--- src/rtl/pipe_stage_buf.sv ---
// pipe_stage_buf: elastic valid/ready pipeline register with flush and zeroed control in bubbles.
// Define PIPE_SKID_EN for a 2-entry skid buffer with a fully registered in_ready.
module pipe_stage_buf #(
    parameter int DW = 32,
    parameter int CW = 4
) (
    input  logic          clk,
    input  logic          rst,
    input  logic          flush,
    input  logic          in_valid,
    output logic          in_ready,
    input  logic [DW-1:0] in_data,
    input  logic [CW-1:0] in_ctrl,
    output logic          out_valid,
    input  logic          out_ready,
    output logic [DW-1:0] out_data,
    output logic [CW-1:0] out_ctrl,
    output logic [1:0]    occupancy
);
    typedef enum logic [1:0] {EMPTY = 2'd0, BUSY = 2'd1, FULL = 2'd2} state_t;
    state_t state, state_nx, grow, shrink;
    logic accept, pop, load_m;
`ifdef PIPE_SKID_EN
    logic          s_valid;
    logic [DW-1:0] s_data;
    logic [CW-1:0] s_ctrl;
    assign s_valid   = state == FULL;
    assign in_ready  = !s_valid;
    assign occupancy = state;
    assign grow      = out_valid ? FULL : BUSY;
    assign shrink    = s_valid ? BUSY : EMPTY;
`else
    assign in_ready  = out_ready | !out_valid;
    assign occupancy = {1'b0, state == BUSY};
    assign grow      = BUSY;
    assign shrink    = EMPTY;
`endif
    assign out_valid = state != EMPTY;
    assign accept    = in_valid & in_ready;
    assign pop       = out_valid & out_ready;
    assign load_m    = !out_valid | out_ready;
    always_comb begin
        state_nx = flush ? EMPTY : (accept & !pop) ? grow : (pop & !accept) ? shrink : state;
    end
    always_ff @(posedge clk) begin
        state <= rst ? EMPTY : state_nx;
    end
    // Control is zeroed in the register itself so bubbles never carry stale write enables.
    always_ff @(posedge clk) begin
        if (rst) begin
            out_data <= '0;
            out_ctrl <= '0;
`ifdef PIPE_SKID_EN
            s_data   <= '0;
            s_ctrl   <= '0;
`endif
        end else if (flush) begin
            out_ctrl <= '0;
`ifdef PIPE_SKID_EN
            s_ctrl   <= '0;
`endif
        end else begin
`ifdef PIPE_SKID_EN
            if (load_m) begin
                out_data <= s_valid ? s_data : accept ? in_data : out_data;
                out_ctrl <= s_valid ? s_ctrl : accept ? in_ctrl : '0;
            end
            if (accept & !load_m) begin
                s_data <= in_data;
                s_ctrl <= in_ctrl;
            end else if (pop) begin
                s_ctrl <= '0;
            end
`else
            if (load_m) begin
                out_data <= accept ? in_data : out_data;
                out_ctrl <= accept ? in_ctrl : '0;
            end
`endif
        end
    end
endmodule

--- config.mk ---
export PLATFORM = sky130hd
export DESIGN_NAME = pipe_stage_buf
export DESIGN_NICKNAME = d
export VERILOG_FILES = /design/src/rtl/pipe_stage_buf.sv
export SDC_FILE = /design/constraint.sdc
export NUM_CORES = 1
export LEC_CHECK = 0
export BUFFER_PORTS_ARGS = -buffer_cell sky130_fd_sc_hd__buf_2
export CORE_MARGIN = 2
export CORE_UTILIZATION = 43
export CTS_BUF_LIST = sky130_fd_sc_hd__clkbuf_4
export DETAILED_ROUTE_END_ITERATION = 10
export PLACE_DENSITY = 0.77
export REMOVE_ABC_BUFFERS = 1
export SETUP_SLACK_MARGIN = 0.15
export SLEW_MARGIN = 20
export SYNTH_ARGS = -nofsm -noshare
export SYNTH_HDL_FRONTEND = slang
export SYNTH_SLANG_ARGS = --single-unit
--- constraint.sdc ---
create_clock -name clk -period 1.2 [get_ports clk]
set_input_delay 0.06 -clock clk [delete_from_list [all_inputs] [get_ports clk]]
set_output_delay 0.06 -clock clk [all_outputs]
set_load 0.005 [all_outputs]
# Yosys cells after proc, flatten, opt, wreduce, memory -nomap -nowiden
# Cells that the tools add are included.
dict set report op_classes {
  add_sub_neg 0
  multipliers 0
  div 0
  magnitude_cmp 0
  n_eq_ne 0
  shift 0
  mux 3
  bitwise_logic 6
  reduce_logical 6
}
# operator count
set ops {}
lappend ops {{1-bit AND} 4}
lappend ops {{4-bit two-way mux} 1}
lappend ops {{1-bit logical NOT} 3}
lappend ops {{3-bit AND reduction} 1}
lappend ops {{1-bit two-way mux} 2}
lappend ops {{2-bit nonzero test} 1}
lappend ops {{2-bit OR reduction} 1}
lappend ops {{1-bit inverter} 1}
lappend ops {{1-bit OR} 1}
dict set report word_totals {
  regBits 37
  latch_bits 0
  ramBits 0
  rom_bits 0
  inputBits 41
  mem_count 0
}

# Logic depth before layout (Yosys ltp)
# Gate-level depths: netlist of run 1.
dict set report depth {
  word_depth 7
  mapped_depth 6
  ltp_nobuf 4
}

# Worst setup path after synthesis of run 1
# OpenSTA, ideal clock, no wires.
dict set report synth_timing {
  path_kind {flip-flop to flip-flop}
  start {register state[0]}
  end {register out_data[0]}
  setup_ns 0.072
  t_arrival_ns 1.161
  t_required_ns 1.128
  slack_ns -0.033
  path_stages_with_launch 7
  synth_period_minus_slack_ns 1.233
  cell_sequence {dfxtp_1 nor2b_4 buf_6 nor3b_2 buf_6 buf_12 mux2i_1}
}
dict set report synth_between {
  elab_chain_len 4
}
# item line
set synth_lines {}
lappend synth_lines {{from (decl)} 21} ;# state_t state, state_nx, grow, shrink;
lappend synth_lines {{from (signal assigned)} 46} ;# state <= rst ? EMPTY : state_nx;
lappend synth_lines {{1-bit logical NOT (*)} {33, 41}}
lappend synth_lines {{1-bit OR (*)} {33, 41}}
lappend synth_lines {{1-bit AND} 39} ;# assign accept = in_valid & in_ready;
lappend synth_lines {{3-bit AND reduction (no source line) (*)} n/a}
lappend synth_lines {{to (signal assigned)} 76} ;# out_data <= accept ? in_data : out_data;
lappend synth_lines {{to (decl)} 16} ;# output logic [DW-1:0] out_data,
# Mark *: on every way between the ends. The rest lies on a longest branch, timed or not.
# A chain may end at the register's enable or synchronous reset.

# Worst setup path in the final report of run 1
dict set report layout_timing {
  start {register state[0]}
  end {register out_data[10]}
}
# Same word-level chain as after synthesis.

==> run_results.csv, run 1 <==
group,metric,value,unit
grt,antenna_found_initial,0,
final_layout,num-fill-cells,291,
drt,ant_nets,0,
die,ios,81,
final_layout,nets,329,
grt,grt_pass1_wl,6670,µm
place,gp_congestion,0.668,
grt,grtUsageMet3,8.11,%
final_layout,mostFrequentLayoutCell,"buf_2",
drt,vias,1501,
sta,fmax,779,MHz
synthesis,yosys_warnings,0,
drt,wl_per_cell,12.9,µm
die,fp.dieW,66.7,µm
critical_path,rr_worst_depth,5,
clock_tree,cts-root-buf,"clkbuf_4",
clock_tree,cts.sink_count,37,
final_layout,diodes,0,
hold_path,hold-path-endpoint,"out_ctrl[3]",
sta,setup_violations,28,
synthesis,synthesis.instances,166,
grt,grt_pass1_vias,1466,
die,dieArea,4440,µm²
grt,grt_max_degree,30,
critical_path,cp.arrival,1530,ps
place,io_buffers,79,
critical_path,r2r-end,"out_data[10]",
grt,grt_use_met1,22.7,%
sta,fin_crit_sh,107,%
final_layout,layout-drive-gt1-share,38.9,%
die,core,3720,µm²
synthesis,netlist_area,1690,µm²
final_layout,most-common-layout-cells,"78 x buf_2, 64 x nand2b_1, 36 x dlygate4sd3_1, 36 x dfxtp_1, 31 x mux2i_1",
hold_path,hold_start,"in_valid",
hold_path,hold_class,"input port to flop",
clock_tree,htreeDepth,2,
sta,setup_ws,-82.9,ps
final_layout,syn2layout_area_growth,57.6,%
sta,fin_crit,1280,ps
synthesis,yosysSeqAreaShare,43.9,%
outcome,status,"finished, violations left",
grt,grtUsageMet2,35.4,%
power_and_ir_drop,leakage,0.00122,µW
outcome,violations,"negative setup slack",
sta,report.final.hold_viol_count,0,
critical_path,crit_required,1450,ps
drt,vias_per_cell,4.47,
sta,worst_hold_slack,51.0,ps
critical_path,crit_path_max_fanout,7,
grt,busiest_layer,"met2",
die,rows,22,
power_and_ir_drop,vdd_drop_max,716,µV
critical_path,rrSetupSlack,-80,ps
critical_path,end_kind,"flop",
sta,finalMaxSlewViolations,0,
grt,grt_use_total,20.1,%
clock_tree,path_clk_slew,100,ps
die,start_util,45.4,%
synthesis,avgSynthCellArea,10.2,µm²
grt,overflow,0,
drt,first_pass_iters,4,
hold_path,hold_path_depth,3,
critical_path,r2r_start,"state[0]",
clock_tree,clock_path_buffers,2,
clock_tree,cts-buffers-inserted,5,
sta,tns,-952,ps
sta,final.setup_skew,11.8,ps
synthesis,synth_cell_type_count,16,
clock_tree,cts_tree,"done",
drt,routed_wl,4340,µm
clock_tree,clk_latency,330,ps
final_layout,post-route-util,71.6,%
power_and_ir_drop,cellPowerDensity,917,nW/µm²
sta,rsz0062_at_grt,"yes",
critical_path,start_kind,"flop",
place,dp_hpwl,2550,µm
die,die_y,66.7,µm
synthesis,synth.ff_latch_count,37,
critical_path,crit_type,"flop to flop",
drt,drc,0,
flow_run,cap_violations,0,
drt,drt_iter0_drc,52,
## power by group
part | internal (µW) | leakage [µW] | switching (µW)
sequential | 1290 | 0.000303 | 32.0
clock | 236 | 0.0000292 | 380
combinational | 317 | 0.000891 | 188
## cell usage after synthesis, drive strengths merged
master | n | area (µm²)
a21oi | 4 | 20.0
buf | 7 | 97.6
clkbuf | 7 | 26.3
conb | 1 | 3.75
dfxtp | 37 | 741
inv | 1 | 3.75
mux2i | 32 | 320
nand2 | 4 | 15.0
nand2b | 64 | 400
nand3 | 4 | 20.0
nor2 | 2 | 7.51
nor2b | 1 | 13.8
nor3b | 1 | 12.5
or2 | 1 | 6.26
## registers in the layout, indices dropped and copies added, names as in the netlist
signal / cells
state: 1
out_ctrl: 4
out_data: 32
## what timing repair did
| action | CTS | global route |
|---|---|---|
| setup buffers | 5 | 1 |
| hold buffers | 36 | 0 |
| gates resized for setup | 8 | 10 |
| endpoints found under the setup margin | 35 | 37 |
| gates cloned | 1 | 1 |
| pin swaps | 0 | 3 |
| endpoints found under the hold margin | 36 | 0 |
## metal layers
layer  wire, µm  vias up
met5          0        -
met4         24        0
met3        285        2
met2       2250       54
met1       1780      675
li1           -      770
## through the flow
stage	setup slack (ps)	cells	instance area (µm²)	total power, µW
floorplan	-1470	152	1560	1510
global placement	36.6	285	2100	1700
detailed placement	-17.6	285	2100	1700
CTS	-49.5	334	2590	2450
global route	-141	336	2660	2580
finish	-82.9	336	2660	2440
## layout make-up
cell class,count,area (µm²),share of cell area [%]
inverter,1,8.76,0.329
clock buffer,6,45.0,1.69
tap,48,60.1,2.26
sequential,37,742,27.9
clock inverter,1,3.75,0.141
multi-input combinational,114,856,32.2
timing repair buffer,129,945,35.5
## critical path, stage by stage, from the launching register on
cell     delay (ps)
dfxtp_2         340
nor2b_4         130
nor3b_4         210
buf_4           180
buf_12          130
mux2i_2         220
## worst max path at each step
stage | start | to | slack (ps) | depth (start not counted)
6_report | state[0] | out_data[10] | -80 | 5
5_1_grt | state[0] | out_data[10] | -140 | 5
4_1_cts | state[0] | out_data[20] | -50 | 5
3_5_place_dp | state[0] | out_data[27] | -20 | 4
3_3_place_gp | state[0] | out_data[16] | 40 | 4
2_1_floorplan | state[0] | out_data[0] | -1470 | 3
## kinds of logic (layout without fill, tap and decap cells)
family | after synthesis | in the layout | share of synthesized area [%]
flip-flops | 37 | 37 | 43.9
AO/OA/AOI/OAI | 4 | 4 | 1.19
multiplexers | 32 | 32 | 19.0
AND/OR/NAND/NOR | 77 | 77 | 28.2
buffers and inverters | 15 | 137 | 7.56
other | 1 | 1 | 0.222
Note: power is estimated with default switching activity, not from simulation.
==> run 2, diff against run 1 <==
==> constraint.sdc (replaced) <==
create_clock -name clk -period 1.2 [get_ports clk]
set_input_delay 0.36 -clock clk [delete_from_list [all_inputs] [get_ports clk]]
set_output_delay 0.36 -clock clk [all_outputs]
set_load 0.005 [all_outputs]
==> run_results.csv, run 2 (synthesis results as in run 1) <==
group,metric,value,unit
outcome,status,"finished, violations left",
outcome,violations,"negative setup slack",
drt,drc,0,
critical_path,cp.arrival,1000,ps
critical_path,crit_type,"flop to output port",
sta,rsz0062_at_grt,"yes",
place,placed_cells,288,
drt,ant_nets,0,
sta,tns,-3960,ps
critical_path,crit_required,840,ps
final_layout,top_register,"out_data",
clock_tree,cts.sink_count,37,
sta,finalMaxSlewViolations,0,
critical_path,crit_path_max_fanout,3,
sta,final.setup_skew,6.38,ps
grt,antenna_found_initial,0,
clock_tree,clock_path_buffers,2,
sta,fin_crit_sh,113,%
clock_tree,cts-root-buf,"clkbuf_4",
critical_path,start_kind,"flop",
hold_path,hold_class,"input port to flop",
sta,setup_violations,33,
clock_tree,htreeDepth,2,
critical_path,crit_path_top_delay_cell,"dfxtp_2",
clock_tree,clk_latency,330,ps
place,dp_hpwl,2440,µm
critical_path,cp_top_family,"flip-flops",
clock_tree,path_clk_slew,110,ps
final_layout,multi_input_area,863,µm²
drt,wl_per_cell,12.6,µm
drt,drt_iter0_drc,32,
place,io_buffers,79,
final_layout,reg.largest.list,"out_data x32, out_ctrl x4, state x1",
final_layout,regArea,786,µm²
die,rows,22,
final_layout,num-fill-cells,305,
sta,fmax,738,MHz
power_and_ir_drop,leakage,0.00113,µW
final_layout,mostFrequentLayoutCell,"nand2b_1",
drt,vias_per_cell,4.62,
grt,grt_use_total,16.5,%
critical_path,critical_path.max_stage_delay,340,ps
grt,grt_pass1_vias,1315,
drt,first_pass_iters,4,
critical_path,end_kind,"output port",
die,die_y,66.7,µm
final_layout,largest_register_ffs,32,
sta,fin_crit,1360,ps
final_layout,finalNonFillerCells,304,
power_and_ir_drop,cellPowerDensity,970,nW/µm²
sta,report.final.hold_viol_count,0,
die,ios,81,
die,fp.dieW,66.7,µm
grt,grt_max_degree,26,
critical_path,cp_num_buf_inv,2,
drt,vias,1405,
grt,grt_pass1_wl,5400,µm
clock_tree,cts-buffers-inserted,5,
power_and_ir_drop,vdd_drop_max,586,µV
final_layout,nets,297,
die,dieArea,4440,µm²
place,gp_congestion,0.669,
final_layout,syn2layout_area_growth,46.6,%
drt,routed_wl,3820,µm
final_layout,diodes,0,
final_layout,layout-drive-gt1-share,59.4,%
final_layout,most-common-layout-cells,"64 x nand2b_1, 62 x buf_2, 36 x dfxtp_2",
die,core,3720,µm²
critical_path,cp_cell_sequence,"nor2b_4, inv_2, buf_6",
grt,overflow,0,
clock_tree,cts_tree,"done",
flow_run,cap_violations,0,
sta,setup_ws,-156,ps
die,start_util,45.4,%
## run 2: tightest hold or removal path, stage by stage
cell and delay (ps):
buf_2 100, nand2b_1 50, mux2i_1 60
## run 2: layout make-up
class,count,area share [%]
multi-input cells,114,34.9
flip-flops and latches,37,31.8
repair buffers,97,28.8
well taps,48,2.43
clock buffers,6,1.82
clock inverters,1,0.152
inverters,1,0.152
## run 2: stage by stage
stage | power [µW] | area (µm²) | hold WS, ps | setup WS, ps | utilization, %
2_1_floorplan | 1510 | 1560 | 447 | -1470 | -
3_3_place_gp | 1700 | 2120 | 439 | -40.4 | 57.0
3_5_place_dp | 1710 | 2120 | 440 | -82.3 | 57.0
4_1_cts | 2370 | 2280 | 245 | -161 | 61.5
5_1_grt | 2530 | 2470 | 252 | -236 | 66.6
6_report | 2400 | 2470 | 257 | -156 | 66.6
## run 2: final timing paths
check | start | depth (start not counted) | slack [ps] | to
max | state[0] | 3 | -160 | in_ready
min | in_data[16] | 3 | 260 | out_data[16]
max reg2reg | state[0] | 6 | -150 | out_data[22]
min reg2reg | out_ctrl[0] | 2 | 470 | out_ctrl[0]
## run 2: where the power goes
part           internal [µW]  switching [µW]  total [µW]
clock network            235             386         622
registers               1300            37.3        1340
logic                    272             169         441
## run 2: layer usage
layer / GRT usage (%) / wire (µm) / vias to the layer above / part of all wire [%]
li1: - / - / 704 / -
met1: 17.4 / 1570 / 639 / 41
met2: 29.0 / 1890 / 54 / 49
met3: 5.57 / 292 / 8 / 7.6
met4: 8.42 / 73 / 0 / 1.9
met5: 0 / 0 / - / 0
## run 2: timing repair
item,4_1_cts,5_1_grt
setup endpoints to repair,71,75
cloned,0,3
pin swaps,0,6
hold buffers,0,0
resized for setup,43,25
buffers inserted,4,2
